<file path="src/rtl/decimal_to_other_system.sv">
// decimal_to_other_system
//   Converts a 32-bit unsigned value into an ASCII string in radix 2..16,
//   producing one digit per clock, least-significant digit first.
//   The result is 16 characters, right-justified and padded with spaces.
//
// Ports
//   clk       in   1    clock, rising edge
//   rst       in   1    asynchronous active-high reset
//   start     in   1    conversion request, accepted when busy=0
//   decimal   in   32   value to convert
//   base      in   4    radix: 2..15 literal, 0 means 16, 1 is invalid
//   result    out  128  16 ASCII chars, char 15 in [127:120]
//   busy      out  1    conversion in progress
//   done      out  1    one-cycle pulse when result is final
//   error     out  1    last accepted request had base=1
//   overflow  out  1    last result needed more than 16 digits
//
// Configuration
//   LOWERCASE_HEX_EN  defined: digits 10-15 are 'a'-'f'; undefined: 'A'-'F'.

module decimal_to_other_system (
    input  logic         clk,
    input  logic         rst,
    input  logic         start,
    input  logic [31:0]  decimal,
    input  logic [3:0]   base,
    output logic [127:0] result,
    output logic         busy,
    output logic         done,
    output logic         error,
    output logic         overflow
);

`ifdef LOWERCASE_HEX_EN
    localparam logic [7:0] LetterBase = 8'h61;
`else
    localparam logic [7:0] LetterBase = 8'h41;
`endif

    localparam logic [127:0] Blank    = {16{8'h20}};
    localparam logic [127:0] ErrorStr = {{11{8'h20}}, 8'h45, 8'h52, 8'h52, 8'h4F, 8'h52};

    logic [127:0] r_result;
    logic         r_busy;
    logic         r_done;
    logic         r_error;
    logic         r_overflow;
    logic [31:0]  r_value;
    logic [4:0]   r_radix;
    logic [5:0]   r_count;

    logic [31:0]  w_divisor;
    logic [31:0]  w_quot;
    logic [4:0]   w_rem;
    logic [7:0]   w_char;

    // Radix 0/1 never reaches the digit path; substitute 2 so the divider
    // never sees a zero divisor.
    assign w_divisor = (r_radix < 5'd2) ? 32'd2 : {27'd0, r_radix};
    assign w_quot    = r_value / w_divisor;
    assign w_rem     = 5'(r_value % w_divisor);
    assign w_char    = (w_rem < 5'd10) ? (8'h30 + {3'd0, w_rem})
                                       : (LetterBase + {3'd0, w_rem} - 8'd10);

    always_ff @(posedge clk or posedge rst) begin
        if (rst) begin
            r_result   <= Blank;
            r_busy     <= 1'b0;
            r_done     <= 1'b0;
            r_error    <= 1'b0;
            r_overflow <= 1'b0;
            r_value    <= 32'd0;
            r_radix    <= 5'd0;
            r_count    <= 6'd0;
        end else begin
            r_done <= 1'b0;
            if (start && !r_busy) begin
                r_result   <= Blank;
                r_busy     <= 1'b1;
                r_error    <= 1'b0;
                r_overflow <= 1'b0;
                r_value    <= decimal;
                r_radix    <= (base == 4'd0) ? 5'd16 : {1'b0, base};
                r_count    <= 6'd0;
            end else if (r_busy) begin
                if (r_radix == 5'd1) begin
                    r_result <= ErrorStr;
                    r_error  <= 1'b1;
                    r_done   <= 1'b1;
                    r_busy   <= 1'b0;
                end else begin
                    // Only the 16 least-significant digits fit; later ones
                    // only flag overflow.
                    if (r_count < 6'd16) begin
                        r_result[{r_count[3:0], 3'b000} +: 8] <= w_char;
                    end else begin
                        r_overflow <= 1'b1;
                    end
                    r_count <= r_count + 6'd1;
                    r_value <= w_quot;
                    if (w_quot == 32'd0) begin
                        r_done <= 1'b1;
                        r_busy <= 1'b0;
                    end
                end
            end
        end
    end

    assign result   = r_result;
    assign busy     = r_busy;
    assign done     = r_done;
    assign error    = r_error;
    assign overflow = r_overflow;

endmodule

</file>
<file path="config.mk">
export PLATFORM = sky130hd
export DESIGN_NAME = decimal_to_other_system
export DESIGN_NICKNAME = d
export VERILOG_FILES = /design/src/rtl/decimal_to_other_system.sv
export SDC_FILE = /design/constraint.sdc
export NUM_CORES = 1
export LEC_CHECK = 0
export BUFFER_PORTS_ARGS = -buffer_cell sky130_fd_sc_hd__buf_2
export CAP_MARGIN = 10
export CORE_ASPECT_RATIO = 1.25
export CORE_MARGIN = 2
export CORE_UTILIZATION = 58
export DETAILED_ROUTE_END_ITERATION = 10
export HOLD_SLACK_MARGIN = 0.06
export PLACE_DENSITY = 0.85
export SETUP_SLACK_MARGIN = 0.5
export SLEW_MARGIN = 40
export SYNTH_ARGS = -nofsm -noshare
export SYNTH_HDL_FRONTEND = slang
export SYNTH_SLANG_ARGS = --single-unit
</file>
<file path="constraint.sdc">
create_clock -name clk -period 74 [get_ports clk]
set_input_delay 14.8 -clock clk [delete_from_list [all_inputs] [get_ports clk]]
set_output_delay 14.8 -clock clk [all_outputs]
set_load 0.02 [all_outputs]
</file>
==> out/summary.md <==
The count of endpoints failing hold in the final timing report was 0. By count the netlist is led by 407 x sky130_fd_sc_hd__nand2_1, 386 x sky130_fd_sc_hd__nor2_1, 213 x sky130_fd_sc_hd__a21oi_1. The kind of end point of the critical path was a flip-flop. The placeable core region is 0.0431 mm2. Of all cell types, the one taking the most synthesized area is sky130_fd_sc_hd__dfrtp_1. The sort of element at the start of the critical path is a flip-flop. TritonCTS built the clock tree.

For the routability congestion estimate, the log shows 1.04. Across all hold checks on the routed design, the worst slack comes to 477 ps. In this run, the number of DRC markers left after iteration 0 of detailed routing was 2,471. The Yosys step of the flow raised 0 warnings.

Counting the fill cells in the layout gives 3,701. Setup violations remaining at the end of the flow were counted as 0. By instance count, the cell type seen most on the critical path is sky130_fd_sc_hd__o21a_1.

Counting the buffers created by CTS gives 17. Detailed routing inserted a total of 28.6k vias. The delay of the slowest critical-path stage came out at 540 ps. The fraction of registers with async set or reset after synthesis is 1.00, and the max-cap violation count is 0. By area the synthesized netlist is led by sky130_fd_sc_hd__dfrtp_1 14%, sky130_fd_sc_hd__ha_1 7.7%, sky130_fd_sc_hd__nand2_1 6.0%.

Clock tree synthesis selected as its root buffer the cell sky130_fd_sc_hd__clkbuf_16. STA puts the critical path data arrival time at 69,340 ps. Synthesis handed over a netlist of 3,488 instances.

Wires add up to 83.7 mm. The tools report the via count of the first global-routing pass as 26.8k. The tools report the total number of nets in the final design as 3,842.

Setup repair after global routing left no endpoint under its margin. STA puts the critical path data required time at 74,370 ps. The logs give 0.158 for the post-synthesis sequential area ratio and 86 for the maximum number of pins on one net before global-route repair. The proportion of netlist area held by the largest area contributor works out to 0.142. The initial standard-cell utilization of the core came out at 0.587.

The final design utilization is 0.652, and the die area is 0.0453 mm2. In the routed design, unresolved DRC markers number 0. The area growth from synthesis to layout is 11.2%. The worst setup skew after layout came out at 15.7 ps. The final-report max-slew violation count came out at 0.

The detailed-route vias per instance is 6.77, and the sum of net half-perimeters after detailed placement is 64.4 mm. Subtracting the final worst setup slack from the clock period gives 68,970 ps. After clock tree synthesis, the clock-pin slew on the worst setup and hold paths is 80 ps.

The run gives 132 mm as the first-pass GRT wire length. The mapped netlist covers 0.0253 mm2. The first detailed-routing pass took 6 iterations.

The tightest min-delay check is of the reg2reg type. The run gives 0.352 as the aggregate global-route resource usage. The mean routed wirelength per cell works out to 19.8 um. The sequential cell area was 0.00400 mm2. After synthesis the netlist holds a flip-flop and latch count of 159.

The leading register cell type out of synthesis is sky130_fd_sc_hd__dfrtp_1. The flow ran to the end, and the final reports show no timing, DRC or antenna violations. The distinct cell type count after synthesis is 141.

The largest individual stage delay along the critical path comes from the cell sky130_fd_sc_hd__or4b_1. The total global routing overflow was 0; the initial antenna violation count was 0. Derived from the worst setup path, the maximum achievable clock frequency is 0.0145 GHz. The normalized max-slew margin is 0.431, and the number of nets still failing antenna checks after routing is 0. The final clock period utilization by the worst path is 0.932, and the vertical die dimension is 237 um. The H-tree was split into 4 levels. The die is 191 um wide.

Share of final-layout standard cells stronger than drive strength 1: 0.164. By instance count, the leading cell after synthesis is sky130_fd_sc_hd__nand2_1. The cell row count was 85. The number of primary I/O pins came out at 171. Setup slack on the worst reg-to-reg path comes out at 5030 ps. Counting flops with a built-in enable in the synthesized netlist gives 0.

The run gives 440 ps as the clock latency on the worst-skew pair. The longest clock path from root to sink contains 2 buffers. Area occupied by multi-input gates: 0.0209 mm2. The mean area per synthesized cell works out to 7.24 um2. Input and output buffers added on the ports amount to 154. Classification of the worst setup path: reg2reg. For the CTS sink count, the log shows 159. Along the worst path, the maximum fanout reaches 14. Actual transition at the worst max-transition pin: 848 ps.
==> critical path: cells and delay by family (launching register included) <==
kind                     cells  cell delay, ps
multiplexers                10            2770
AND/OR/NAND/NOR            154           28750
adder cells (fa/ha/maj)     32            9570
buffers and inverters       17            2910
AO/OA/AOI/OAI              137           24300
flip-flops                   1             430
==> logic make-up after synthesis <==
| kind of cell | after synthesis | synth area share |
|---|---|---|
| AOI/OAI and AO/OA | 1123 | 0.308 |
| xor gates and xnor gates | 157 | 0.0547 |
| adders and majority gates | 160 | 0.0791 |
| buffers and inverters | 217 | 0.0371 |
| DFF | 159 | 0.158 |
| muxes | 90 | 0.0389 |
| other | 1 | 0.000148 |
| and+or+nand+nor | 1581 | 0.324 |
==> path summary, 6_finish.rpt <==
| path | startpoint | end | cells past startpoint |
|---|---|---|---|
| worst min-delay path | result[28] | result[28] | 2 |
| max in group asynchronous | rst | result[36] | 3 |
| worst min register to register | result[28] | result[28] | 2 |
| worst max-delay path | r_radix[2] | result[12] | 350 |
| min in group asynchronous | rst | result[66] | 2 |
| worst max register to register | r_radix[2] | result[12] | 350 |
==> what timing repair did <==
action,4_1_cts,5_1_grt
hold buffers,0,0
pin swaps,1,27
endpoints found under the setup margin,115,117
setup buffers,4,63
resized for setup,23,104
==> area by class of cell <==
| cell class | instances | share of cell area |
|---|---|---|
| antenna | 1 | 0.0000890 |
| clock buffer | 18 | 0.0153 |
| clock inverter | 14 | 0.00508 |
| inverter | 79 | 0.0109 |
| multi-input combinational | 3127 | 0.744 |
| sequential | 159 | 0.142 |
| tap | 565 | 0.0252 |
| timing repair buffer | 263 | 0.0568 |
==> placed cells by master (no fill, tap or decap), types with 51 or more instances in the layout <==
cell / n
sky130_fd_sc_hd__ha_1: 154
sky130_fd_sc_hd__inv_1: 75
sky130_fd_sc_hd__nor3_1: 145
sky130_fd_sc_hd__buf_4: 107
sky130_fd_sc_hd__nand2_1: 398
sky130_fd_sc_hd__buf_2: 154
sky130_fd_sc_hd__nand4_1: 51
sky130_fd_sc_hd__dfrtp_1: 143
sky130_fd_sc_hd__nand3_1: 113
sky130_fd_sc_hd__xor2_1: 63
sky130_fd_sc_hd__o21a_1: 91
sky130_fd_sc_hd__o21ai_0: 177
sky130_fd_sc_hd__nor2_1: 371
sky130_fd_sc_hd__o21ai_1: 109
sky130_fd_sc_hd__and2_1: 56
sky130_fd_sc_hd__a21oi_1: 195
sky130_fd_sc_hd__xnor2_1: 93
==> flip-flops by register name, summed over array words and instances, names as in the netlist <==
register,flops
busy,1
done,1
error,1
overflow,1
r_count,6
r_radix,5
r_value,32
result,112
==> per-stage QoR <==
| step | std cells | setup slack [ps] | setup TNS [ps] | area (um2) |
|---|---|---|---|---|
| floorplan | 3503 | 3760 | 0 | 25300 |
| global placement | 4126 | 1090 | 0 | 26500 |
| detailed placement | 4126 | -1590 | -96500 | 26500 |
| CTS | 4162 | 509 | 0 | 27200 |
| global route | 4225 | 153 | 0 | 28100 |
| finish | 4226 | 5030 | 0 | 28100 |
==> per-layer routing <==
| metal | wire, um | vias up | global-route usage |
|---|---|---|---|
| li1 | - | 13400 | - |
| met1 | 31700 | 13300 | 0.393 |
| met2 | 40400 | 1450 | 0.622 |
| met3 | 5710 | 429 | 0.0428 |
| met4 | 5860 | 0 | 0.239 |
| met5 | 0 | - | 0 |
Power is not shown: default switching activity piles up to over one toggle a cycle in this logic, so the estimate is an artifact.
